**src/rtl/mem_txn_assembler.sv**
```systemverilog
// Turns tagged words from an async FIFO into read/write transactions with a ready/valid output.
// Optional saturating protocol-error counter: define MEM_TXN_ASSEMBLER_ERR_CNT_EN.
module mem_txn_assembler #(
  parameter int WIDTH = 34,
  parameter int ERR_W = 8
) (
  input  logic             r_clk,
  input  logic             r_rst,
  input  logic             fifo_empty,
  output logic             fifo_r_en,
  input  logic [WIDTH-1:0] fifo_data,
  output logic             txn_valid,
  input  logic             txn_ready,
  output logic             txn_we,
  output logic [31:0]      txn_addr,
  output logic [31:0]      txn_wdata,
  output logic [ERR_W-1:0] err_count
);

  typedef enum logic [1:0] {IDLE, WAIT_DATA, OUT} state_t;

  localparam logic [1:0] TAG_RSV = 2'b00;
  localparam logic [1:0] TAG_RD  = 2'b01;
  localparam logic [1:0] TAG_WR  = 2'b10;
  localparam logic [1:0] TAG_DAT = 2'b11;

  state_t             state_q, state_d, eff_state;
  logic [WIDTH-1:0]   q_q [2];
  logic [WIDTH-1:0]   q_d [2];
  logic [1:0]         cnt_q, cnt_d;
  logic               inflight_q;
  logic               valid_q, valid_d;
  logic               we_q, we_d;
  logic [31:0]        addr_q, addr_d;
  logic [31:0]        wdata_q, wdata_d;

  logic [WIDTH-1:0]   head;
  logic [1:0]         head_tag;
  logic               head_valid;
  logic               take;
  logic               from_queue;
  logic               to_queue;
  logic [2:0]         occ;

  // With an empty queue the word arriving from the FIFO is used directly,
  // which is what gives the two-cycle pop-to-valid latency.
  assign head       = (cnt_q != 2'd0) ? q_q[0] : fifo_data;
  assign head_tag   = head[WIDTH-1 -: 2];
  assign head_valid = (cnt_q != 2'd0) || inflight_q;
  assign take       = head_valid && ((state_q != OUT) || txn_ready);
  assign from_queue = take && (cnt_q != 2'd0);
  assign to_queue   = inflight_q && !(take && (cnt_q == 2'd0));
  assign eff_state  = (state_q == OUT) ? IDLE : state_q;

  assign occ       = {1'b0, cnt_q} + {2'b00, inflight_q} - {2'b00, take};
  assign fifo_r_en = !r_rst && !fifo_empty && (occ < 3'd2);

  always_comb begin
    q_d   = q_q;
    cnt_d = cnt_q;
    if (from_queue) begin
      q_d[0] = q_q[1];
      cnt_d  = cnt_q - 2'd1;
    end
    if (to_queue) begin
      q_d[cnt_d[0]] = fifo_data;
      cnt_d         = cnt_d + 2'd1;
    end
  end

  always_comb begin
    state_d = state_q;
    we_d    = we_q;
    addr_d  = addr_q;
    wdata_d = wdata_q;
    if ((state_q == OUT) && txn_ready) begin
      state_d = IDLE;
    end
    if (take) begin
      case (head_tag)
        TAG_RD: begin
          addr_d  = head[31:0];
          we_d    = 1'b0;
          wdata_d = 32'd0;
          state_d = OUT;
        end
        TAG_WR: begin
          addr_d  = head[31:0];
          state_d = WAIT_DATA;
        end
        TAG_DAT: begin
          if (eff_state == WAIT_DATA) begin
            wdata_d = head[31:0];
            we_d    = 1'b1;
            state_d = OUT;
          end else begin
            state_d = eff_state;
          end
        end
        default: state_d = eff_state;
      endcase
    end
    valid_d = (state_d == OUT);
  end

  always_ff @(posedge r_clk) begin
    if (r_rst) begin
      state_q    <= IDLE;
      cnt_q      <= 2'd0;
      inflight_q <= 1'b0;
      valid_q    <= 1'b0;
      we_q       <= 1'b0;
      addr_q     <= 32'd0;
      wdata_q    <= 32'd0;
    end else begin
      state_q    <= state_d;
      cnt_q      <= cnt_d;
      inflight_q <= fifo_r_en;
      valid_q    <= valid_d;
      we_q       <= we_d;
      addr_q     <= addr_d;
      wdata_q    <= wdata_d;
    end
  end

  for (genvar gi = 0; gi < 2; gi++) begin : g_queue
    always_ff @(posedge r_clk) begin
      if (r_rst) begin
        q_q[gi] <= '0;
      end else begin
        q_q[gi] <= q_d[gi];
      end
    end
  end

  assign txn_valid = valid_q;
  assign txn_we    = we_q;
  assign txn_addr  = addr_q;
  assign txn_wdata = wdata_q;

`ifdef MEM_TXN_ASSEMBLER_ERR_CNT_EN
  logic             err_evt;
  logic [ERR_W-1:0] err_q;

  // Stray data, reserved tags, and an address arriving while a write waits for data.
  assign err_evt = take && ((head_tag == TAG_RSV) ||
                            ((head_tag == TAG_DAT) && (eff_state != WAIT_DATA)) ||
                            (((head_tag == TAG_RD) || (head_tag == TAG_WR)) &&
                             (eff_state == WAIT_DATA)));

  always_ff @(posedge r_clk) begin
    if (r_rst) begin
      err_q <= '0;
    end else if (err_evt && !(&err_q)) begin
      err_q <= err_q + 1'b1;
    end
  end

  assign err_count = err_q;
`else
  assign err_count = '0;
`endif

endmodule

```
**config.mk**
```make
export PLATFORM = sky130hd
export DESIGN_NAME = mem_txn_assembler
export DESIGN_NICKNAME = d
export VERILOG_FILES = /design/src/rtl/mem_txn_assembler.sv
export SDC_FILE = /design/constraint.sdc
export NUM_CORES = 1
export LEC_CHECK = 0
export ABC_CLOCK_PERIOD_IN_PS = 3300
export BUFFER_PORTS_ARGS = -buffer_cell sky130_fd_sc_hd__buf_2
export CAP_MARGIN = 20
export CORE_AREA = 2 2 119 121
export CTS_CLUSTER_DIAMETER = 30
export CTS_CLUSTER_SIZE = 24
export DETAILED_ROUTE_END_ITERATION = 12
export DIE_AREA = 0 0 121 123
export PLACE_DENSITY = 0.75
export SLEW_MARGIN = 20
export SYNTH_ARGS = -nofsm -noshare
export SYNTH_HDL_FRONTEND = slang
export SYNTH_SLANG_ARGS = --single-unit
```
**constraint.sdc**
```tcl
create_clock -name r_clk -period 3.3 [get_ports r_clk]
set_input_delay 0.165 -clock r_clk [delete_from_list [all_inputs] [get_ports r_clk]]
set_output_delay 0.165 -clock r_clk [all_outputs]
set_load 0.02 [all_outputs]
```
== Word-level counts from Yosys, hierarchy flattened ==
Cells that the tools add are included.
Widths: inputs -> output; s select.

* Flip-flop bits (word level): 139
* Bits of input ports: 38

* Add/subtract/negate cells: 4
* Magnitude comparators: 3
* Equality and inequality tests: 8
* Mux-type cells: 17
* Bitwise logic cells: 1
* Reductions and logical operators: 19

{| class="wikitable"
|+ Operator list
! kind !! count
|-
| $mux 34 || 3
|-
| $bwmux 68 || 1
|-
| $mux 68 || 1
|-
| $pmux 32 s2 || 1
|-
| $demux 34 s1 || 1
|-
| $mux 32 || 1
|-
| $mux 2 || 6
|-
| $eq 2x2->1 const B || 4
|-
| $logic_and 1x1->1 || 8
|-
| $pmux 2 s3 || 1
|-
| $eq 2x1->1 const B || 2
|-
| $ne 2x2->1 const B || 2
|-
| $reduce_bool 2->1 || 2
|-
| $add 2x1->3 || 1
|-
| $logic_not 1->1 || 3
|-
| $lt 3x2->1 const B || 1
|-
| $reduce_and 3->1 || 1
|-
| $sub 3x1->3 || 1
|-
| $add 2x1->2 const B || 1
|-
| $ge 2x2->1 const B || 1
|-
| $logic_not 2->1 || 1
|-
| $logic_or 1x1->1 || 2
|-
| $lt 2x1->1 const B || 1
|-
| $not 1->2 || 1
|-
| 5 further kinds || 5
|}

== Logic depth before layout (Yosys ltp) ==
Gate-level depths: netlist (run 1).

* Depth in word-level cells: 12
* Mapped depth: 12

== Worst setup path before layout (run 1) ==
Ideal clock, no wire load.

* Path kind: register to output
* Start point: reg cnt_q[0]
* End point: out fifo_r_en
* Data arrival time: 2829 ps
* Data required time: 3135 ps
* Setup slack: 306 ps
* Cell stages (with the launch flop): 12
* Path buffers: 3
* Path through: dfxtp_1 inv_1 ha_1 buf_2 nand2b_1 buf_6 buf_2 nor2_1 o21ai_1 fa_1 xor2_1 nor4b_1

* Longest elaborated chain between the ends: 6
* Elaborated cells on any way between the ends: 7
* Those cells by class: 2 x add/sub; 1 x order compare; 4 x reduce/logical

{| class="wikitable"
|+ Ends and longest elaborated chain
! what !! RTL line !! RTL
|-
| start, declared || 30 || <nowiki>logic [1:0] cnt_q, cnt_d;</nowiki>
|-
| start signal, assigned || 117 || <nowiki>cnt_q <= cnt_d;</nowiki>
|-
| parallel branches: the longest is 3 deep, another holds $add 2x1->3 || - ||
|-
| $sub 3x1->3 * || 55 || <nowiki>assign occ = {1'b0, cnt_q} + {2'b00, inflight_q} - {2'b00, take};</nowiki>
|-
| $lt 3x2->1 * || 56 || <nowiki>assign fifo_r_en = !r_rst && !fifo_empty && (occ < 3'd2);</nowiki>
|-
| $logic_and 1x1->1 * || 56 ||
|-
| end, declared || 10 || <nowiki>output logic fifo_r_en,</nowiki>
|}

Mark *: on every way between the ends.

== Worst setup path in the final report (run 1) ==
Ends and elaborated chain as after synthesis.

==> impl_metrics.tcl, run 1 <==
set metrics [dict create \
    status "finished clean" \
    p_int_mw 4.43 \
    layout-drive-gt1-share 0.274 \
    syn-cell-area_um2 6010 \
    rows 43 \
    cts_resized 0 \
    finalWorstSetupSlack_ps 195 \
    worstSetupStartpoint "cnt_q[0]" \
    crit_type "flip-flop to output port" \
    cts_root_buffer "clkbuf_16" \
    grt_pass1_vias 4875 \
    yosys_register_bits 139 \
    ctsHtreeMaxLevel 4 \
    synth.avg_cell_area_um2 10.2 \
    drtPass1Iterations 4 \
    finalClockSkew_ps 8.12 \
    final_common_cell "dfxtp_1" \
    p_comb_frac 0.410 \
    maxUsedRoutingLayer "met5" \
    cp_slowest_cell "nor4b_1" \
    drtIter0Drc 224 \
    area_delta_synth_final_pct 21.9 \
    route.detailed.drc 0 \
    dp_hpwl_um 9470 \
    antenna_left 0 \
    period_minus_slack_ps 3100 \
    preCtsSetupSlack_ps 601 \
    setup_violations 0 \
    port_buffers 104 \
    yosysTopAreaCell "dfxtp_1" \
    switching_share 0.374 \
    clkPwrFrac 0.288 \
    hold_class "input pin to flip-flop" \
    synth_cells 591 \
    start_kind "flip-flop" \
    wl_met3_um 702 \
    synthTopCellsByArea "dfxtp_1 46%, mux2i_1 17%, nor2_1 6.3%" \
    final-hold-violation-count 0 \
    clockBufferDepth 2 \
    vias 4731 \
    worstPathCellList "inv_1 -> ha_1 -> nand2b_2 -> nor2_1 -> o21ai_1 -> fa_1 -> xor2_1 -> nor4b_1 -> buf_2" \
    r2r-start "cnt_q[0]" \
    final_util 0.539 \
    ys_dominant_reg_cell "dfxtp_1" \
    fp.dieW_um 121 \
    met2WireLength_um 7230 \
    cts_buffers 17 \
    yosysWarnings 0 \
    fmax_mhz 322 \
    power_density_nw_per_um2 966 \
    grt_max_degree 71 \
    ioPinCount 113 \
    die_h_um 123 \
    fin_setup_tns_ps 0 \
    routed_wl_um 14500 \
    cap_violations 0 \
    grt_usage 0.202 \
    min_from "fifo_data[22]" \
    crit_fanout 7 \
    synth.distinct_cells 40 \
    final_nets 729 \
    worstSetupEndpointType "output port" \
    synth_edf_count 0 \
    switchingPower_mw 2.65 \
    finalCritPeriodShare 0.941 \
    worstPathArrival_ps 2940 \
    path_clk_slew_ps 60 \
    async_reset_ff_frac 0 \
    relSlewSlack 0.466 \
    required_ps 3130 \
    wl_per_cell_um 16.5 \
    cts_tree "done" \
    drt-met1-wl_um 6180 \
    maxSlewViolCount 0 \
    p_leak_nw 3.13 \
    fill_cells 1214 \
    core_um2 13600 \
    clock_latency_ps 430 \
    gr-total-overflow 0 \
    cts_sinks 139 \
    antenna_found_initial 2 \
    initial_core_util 0.442 \
    cpPeakStageDelay_ps 440 \
    peakVddDrop_mv 0.478 \
    grt_pass1_wl_um 23400 \
    final_cell_mix "139 x dfxtp_1, 103 x buf_2, 101 x nor2_1, 101 x mux2i_1, 37 x a211oi_1" \
    dieArea_um2 14900 \
    rsz0062_at_grt "no" \
    tightest_slew_ps 802 \
    finalWeightedCongestion 0.795 \
    ys_seq_area_frac 0.463 \
    synth_top_area_frac 0.463 \
    pwr-share-seq 0.303 \
    viasPerCell 5.39 \
]
==> cell families (layout without fill, tap and decap cells) <==
kind of cell	Yosys count	count (layout)	share of synthesized area
simple gates	160	160	0.120
buf+inv	65	163	0.0531
other cells	1	9	0.000624
mux	103	103	0.172
xor+xnor	3	3	0.00437
flops	139	139	0.463
compound gates	112	112	0.169
fa+ha+maj	8	8	0.0179
==> synthesized netlist by cell type, types with 4 or more instances <==
cell       number
buf_1           4
a2bb2oi_1      32
nor2_1        101
nor3_1         34
a21oi_1         5
a211oi_1       37
dfxtp_1       139
buf_2           6
a211oi_2       30
clkbuf_1       34
inv_1           7
buf_6           4
nor2b_1         5
nand2_1         6
ha_1            7
mux2i_1       101
buf_4           8
==> metrics by stage <==
step / hold slack, ps / area (um^2) / std cells / total power, mW
6_report: 12.0 / 7330 / 877 / 7.08
3_3_place_gp: 392 / 6660 / 841 / 4.98
2_1_floorplan: 244 / 6040 / 598 / 4.33
3_5_place_dp: 390 / 6660 / 841 / 5.08
4_1_cts: 1.30 / 7330 / 876 / 7.13
5_1_grt: 22.0 / 7330 / 877 / 7.47
==> critical path: cells and delay by family, from the launching register on <==
family	cells	cell delay, ps
compound gates	1	130
xor+xnor	1	170
fa+ha+maj	2	630
buf+inv	2	350
flops	1	430
simple gates	3	810
==> timing repair <==
item,CTS,global route
hold buffers,3,0
hold endpoints to repair,3,0
setup buffers,0,0
==> layout make-up <==
type                    count  area, um^2  area share
clock buffers              21         470      0.0642
repair buffers            124         693      0.0945
diodes                      1        2.50    0.000341
inverters                   7        26.3     0.00358
clock inverters            11         166      0.0227
multi-input cells         394        2970       0.404
well taps                 180         225      0.0307
flip-flops and latches    139        2780       0.380
==> final timing paths <==
path | to | slack, ps | depth (start not counted)
max | fifo_r_en | 200 | 9
min | flip-flop | 10 | 3
max reg2reg | txn_we | 590 | 11
min reg2reg | txn_we | 470 | 2
==> power by group through the flow <==
stage          Sequential [mW]  Clock (mW)  Combinational [mW]
5_1_grt                   2.17        2.15                3.16
6_report                  2.14        2.04                2.90
3_5_place_dp              2.17           0                2.91
2_1_floorplan             2.35           0                1.97
4_1_cts                   2.14        2.06                2.92
3_3_place_gp              2.16           0                2.83
==> per-layer routing <==
layer	vias up	track usage
met5	-	0
met4	2	0.0887
met3	25	0.0696
met2	126	0.341
met1	2282	0.232
li1	2296	-
Power figures use the tool's default switching activity.
==> run 2: changes to the inputs <==
--- a/config.mk
+++ b/config.mk
@@ -8,12 +8,11 @@
 export ABC_CLOCK_PERIOD_IN_PS = 3300
 export BUFFER_PORTS_ARGS = -buffer_cell sky130_fd_sc_hd__buf_2
 export CAP_MARGIN = 20
-export CORE_AREA = 2 2 119 121
-export CTS_CLUSTER_DIAMETER = 30
+export CORE_AREA = 5 5 111 113
 export CTS_CLUSTER_SIZE = 24
 export DETAILED_ROUTE_END_ITERATION = 12
-export DIE_AREA = 0 0 121 123
-export PLACE_DENSITY = 0.75
+export DIE_AREA = 0 0 116 118
+export PLACE_DENSITY = 0.87
 export SLEW_MARGIN = 20
 export SYNTH_ARGS = -nofsm -noshare
 export SYNTH_HDL_FRONTEND = slang
==> run 2 against run 1 <==
Sequential power is essentially flat. Global-route usage is 1.9 points higher. Flip-flop and latch count is the same. First-iteration DRC count is 57% higher. Cell area decreased by 0.38%. Fmax grew 5.0%. Die area is 8.0% lower. Clock skew is 2.7 ps lower. Non-clock buffer count shrank 3. Critical path depth is the same.
==> impl_metrics.tcl, run 2 (synthesis results as in run 1) <==
set metrics [dict create \
    wl_per_cell_um 17.7 \
    cts_resized 0 \
    cts_buffers 17 \
    p_leak_nw 3.12 \
    post_cts_buffers 0 \
    ctsHtreeMaxLevel 4 \
    drtPass1Iterations 4 \
    relSlewSlack 0.311 \
    required_ps 3130 \
    antenna_found_initial 1 \
    cap_violations 0 \
    port_buffers 104 \
    finalWeightedCongestion 0.808 \
    finalCritPeriodShare 0.896 \
    viasPerCell 5.67 \
    route.detailed.drc 0 \
    worstPathArrival_ps 2790 \
    start_kind "flip-flop" \
    gr-total-overflow 0 \
    status "finished clean" \
    final_cell_mix "139 x dfxtp_1, 103 x buf_2, 101 x nor2_1, 101 x mux2i_1, 37 x a211oi_1" \
    cpPeakStageDelay_ps 430 \
    clockBufferDepth 2 \
    grt_pass1_wl_um 24200 \
    antenna_cells 0 \
    final_nets 726 \
    wl_met3_um 802 \
    drt-met1-wl_um 6300 \
    area_delta_synth_final_pct 21.5 \
    core_um2 11200 \
    ioPinCount 113 \
    met2WireLength_um 7480 \
    maxSlewViolCount 0 \
    rsz0062_at_grt "no" \
    final_common_cell "dfxtp_1" \
    p_total_mw 7.18 \
    power_density_nw_per_um2 984 \
    cp_slowest_cell "dfxtp_1" \
    worstSetupEndpointType "output port" \
    cts_root_buffer "clkbuf_16" \
    final-hold-violation-count 0 \
    grt_max_degree 88 \
    cts_sinks 139 \
    cts_tree "done" \
    dieArea_um2 13700 \
    period_minus_slack_ps 2960 \
    worstPathCellList "inv_1 -> ha_1 -> nand2b_2 -> nor2_1 -> o21ai_1 -> fa_1 -> xor2_1 -> nor4b_1 -> buf_2" \
    ctsHoldBuffers 2 \
    maxUsedRoutingLayer "met5" \
    peakVddDrop_mv 0.735 \
    dp_hpwl_um 9780 \
    die_h_um 118 \
    grt_usage 0.221 \
    clock_latency_ps 420 \
    fp.dieW_um 116 \
    vias 4735 \
    grt_pass1_vias 4922 \
    cp.buffers_inverters 2 \
    path_clk_slew_ps 60 \
    crit_fanout 7 \
    layout-drive-gt1-share 0.273 \
    rows 39 \
    crit_type "flip-flop to output port" \
    setup_violations 0 \
    fin_setup_tns_ps 0 \
    drtIter0Drc 352 \
    antenna_left 0 \
    finalClockSkew_ps 5.40 \
    tightest_slew_ps 1030 \
    initial_core_util 0.536 \
    fmax_mhz 338 \
    routed_wl_um 14800 \
    hold_class "input pin to flip-flop" \
    critPathTopFamily "adder cells" \
]
## run 2: cell types whose count changed in the layout (fill, tap and decap cells not counted)
cell           delta
clkinvlp_4        +3
clkbuf_1          -1
buf_12            +2
diode_2           -1
clkinv_2          -2
dlygate4sd3_1     -1
clkinv_4          -2
bufinv_16         +1
buf_4             -4
## run 2: cell type report
| type | instances | area (um^2) |
|---|---|---|
| Sequential cell | 139 | 2780 |
| Tap cell | 143 | 179 |
| Multi-Input combinational cell | 394 | 2970 |
| Clock inverter | 11 | 191 |
| Inverter | 7 | 26.3 |
| Clock buffer | 20 | 467 |
| Fill cell | 891 | 3920 |
| Timing Repair Buffer | 121 | 693 |
## run 2: through the flow
stage,setup WS [ps],cells,hold WS [ps],util,cell area [um^2]
2_1_floorplan,306,598,244,-,6040
3_3_place_gp,692,802,353,0.590,6630
3_5_place_dp,549,802,354,0.590,6630
4_1_cts,321,835,1.17,0.651,7300
5_1_grt,142,835,14.6,0.651,7300
6_report,344,835,13.5,0.651,7300
## run 2: tightest hold or removal path, cell delays in order
cell	delay [ps]
buf_2	100
mux2i_1	60
nor2_1	70
## run 2: power breakdown
| group | switching (mW) | internal [mW] |
|---|---|---|
| clock network | 0.721 | 1.39 |
| registers | 0.176 | 1.97 |
| logic | 1.77 | 1.15 |
## run 2: path summary, 6_finish.rpt
check               startpoint     endpoint  slack (ps)  depth (start not counted)
hold / removal    fifo_data[8]    flip-flop          10                          3
setup reg to reg      cnt_q[0]  txn_addr[0]         510                          8
hold reg to reg         txn_we       txn_we         450                          2
setup / recovery      cnt_q[0]    fifo_r_en         340                          9
## run 2: routing by layer
layer,vias up,global-route usage
met1,2296,0.265
met3,19,0.0756
met4,2,0.0776
li1,2282,-
met5,-,0
met2,136,0.364
==> run 3: changes to the inputs <==
--- a/config.mk
+++ b/config.mk
@@ -8,11 +8,12 @@
 export ABC_CLOCK_PERIOD_IN_PS = 3300
 export BUFFER_PORTS_ARGS = -buffer_cell sky130_fd_sc_hd__buf_2
 export CAP_MARGIN = 20
-export CORE_AREA = 5 5 111 113
+export CORE_AREA = 5 5 114 116
 export CTS_CLUSTER_SIZE = 24
 export DETAILED_ROUTE_END_ITERATION = 12
-export DIE_AREA = 0 0 116 118
-export PLACE_DENSITY = 0.87
+export DIE_AREA = 0 0 119 121
+export HOLD_SLACK_MARGIN = 0.06
+export PLACE_DENSITY = 0.83
 export SLEW_MARGIN = 20
 export SYNTH_ARGS = -nofsm -noshare
 export SYNTH_HDL_FRONTEND = slang
==> run 3 against run 2 <==
Critical path depth down 1. Non-clock buffer count is 32 higher. Routed wire length up 4.5%. Combinational power rose by 2%. Critical path type is now flip-flop to flip-flop. Largest cell class unchanged. Largest power group unchanged. Highest routed layer is now met4.
==> impl_metrics.tcl, run 3 (synthesis results as in run 1) <==
set metrics [dict create \
    finalWeightedCongestion 0.796 \
    route.detailed.drc 0 \
    drtPass1Iterations 5 \
    required_ps 3610 \
    antenna_left 0 \
    relSlewSlack 0.353 \
    ioPinCount 113 \
    worstPathArrival_ps 3310 \
    worstSetupEndpointType "flip-flop" \
    setup_violations 0 \
    timing.hold.ws_ps 79.1 \
    antenna_cells 0 \
    port_buffers 104 \
    post_cts_buffers 0 \
    period_minus_slack_ps 3000 \
    status "finished clean" \
    clockBufferDepth 2 \
    rsz0062_at_grt "no" \
    viasPerCell 5.60 \
    cts_sinks 139 \
    ctsHtreeMaxLevel 4 \
    final_common_cell "dfxtp_1" \
    fp.dieW_um 119 \
    power_density_nw_per_um2 937 \
    grt_max_degree 85 \
    grt_pass1_wl_um 25500 \
    die_h_um 121 \
    final_nets 758 \
    wl_per_cell_um 17.7 \
    drtIter0Drc 276 \
    routed_wl_um 15500 \
    peakVddDrop_mv 0.763 \
    layout-drive-gt1-share 0.262 \
    cts_root_buffer "clkbuf_16" \
    path_clk_slew_ps 60 \
    tightest_slew_ps 970 \
    antenna_found_initial 0 \
    crit_type "flip-flop to flip-flop" \
    initial_core_util 0.509 \
    grt_usage 0.219 \
    cap_violations 0 \
    hold_class "input pin to flip-flop" \
    p_leak_nw 3.24 \
    gr-total-overflow 0 \
    rows 40 \
    cts_tree "done" \
    grt_pass1_vias 5253 \
    vias 4885 \
    final-hold-violation-count 0 \
    clock_latency_ps 410 \
    fmax_mhz 334 \
    start_kind "flip-flop" \
    finalClockSkew_ps 6.33 \
    finalCritPeriodShare 0.909 \
    area_delta_synth_final_pct 26.1 \
    final_util 0.642 \
    fin_setup_tns_ps 0 \
    core_um2 11800 \
    maxSlewViolCount 0 \
    crit_fanout 18 \
    cts_buffers 17 \
    dp_hpwl_um 10000 \
    dieArea_um2 14400 \
    final_cell_mix "139 x dfxtp_1, 103 x buf_2, 101 x nor2_1, 101 x mux2i_1, 37 x a211oi_1" \
]
==> run 3: cell count changes in the layout (fill, tap and decap cells not counted) <==
cell	before	now
buf_4	13	14
bufinv_16	5	3
clkbuf_1	0	1
clkinv_2	2	4
clkinv_4	1	0
dlygate4sd3_1	2	33
inv_6	0	1
==> run 3: critical path, stage by stage, from the launching register on <==
cell and delay (ps):
dfxtp_1 350, inv_1 130, ha_1 430, mux2_2 410, ha_1 320, nor3_4 580
buf_4 340, nor2_1 60, a211oi_1 270
==> run 3: what timing repair did <==
item / 4_1_cts / 5_1_grt
resized for setup: 0 / 0
endpoints found under the hold margin: 33 / 0
hold buffers: 33 / 0
==> run 3: layout make-up <==
class / instances / area, um^2
Sequential cell: 139 / 2780
Clock buffer: 21 / 470
Tap cell: 147 / 184
Fill cell: 925 / 4230
Inverter: 7 / 26.3
Timing Repair Buffer: 153 / 1010
Clock inverter: 11 / 141
Multi-Input combinational cell: 394 / 2970
==> run 3: report_power, final <==
group	leakage (nW)	switching [mW]	internal, mW
registers	1.13	0.184	1.97
logic	1.82	1.82	1.17
clock network	0.295	0.711	1.25
==> run 3: routing by layer <==
metal	GRT usage	wire, um	up-vias
li1	-	-	2352
met1	0.251	6460	2365
met2	0.383	7890	138
met3	0.0620	749	30
met4	0.0905	357	0
met5	0	0	-
==> run 3: final timing paths <==
| check | start | end | slack [ps] | depth (start not counted) |
|---|---|---|---|---|
| min reg2reg | txn_wdata[7] | txn_wdata[7] | 490 | 2 |
| max | cnt_q[1] | txn_addr[21] | 300 | 8 |
| min | fifo_data[21] | flip-flop | 80 | 3 |
| max reg2reg | cnt_q[1] | txn_addr[21] | 300 | 8 |
==> run 3: per-stage QoR <==
step	setup slack [ps]	instances	total power, mW	cell area, um^2
global route	120	872	7.49	7580
finish	302	872	7.10	7580
global placement	505	807	5.00	6640
floorplan	306	598	4.33	6040
detailed placement	348	807	5.12	6640
CTS	305	872	7.11	7580
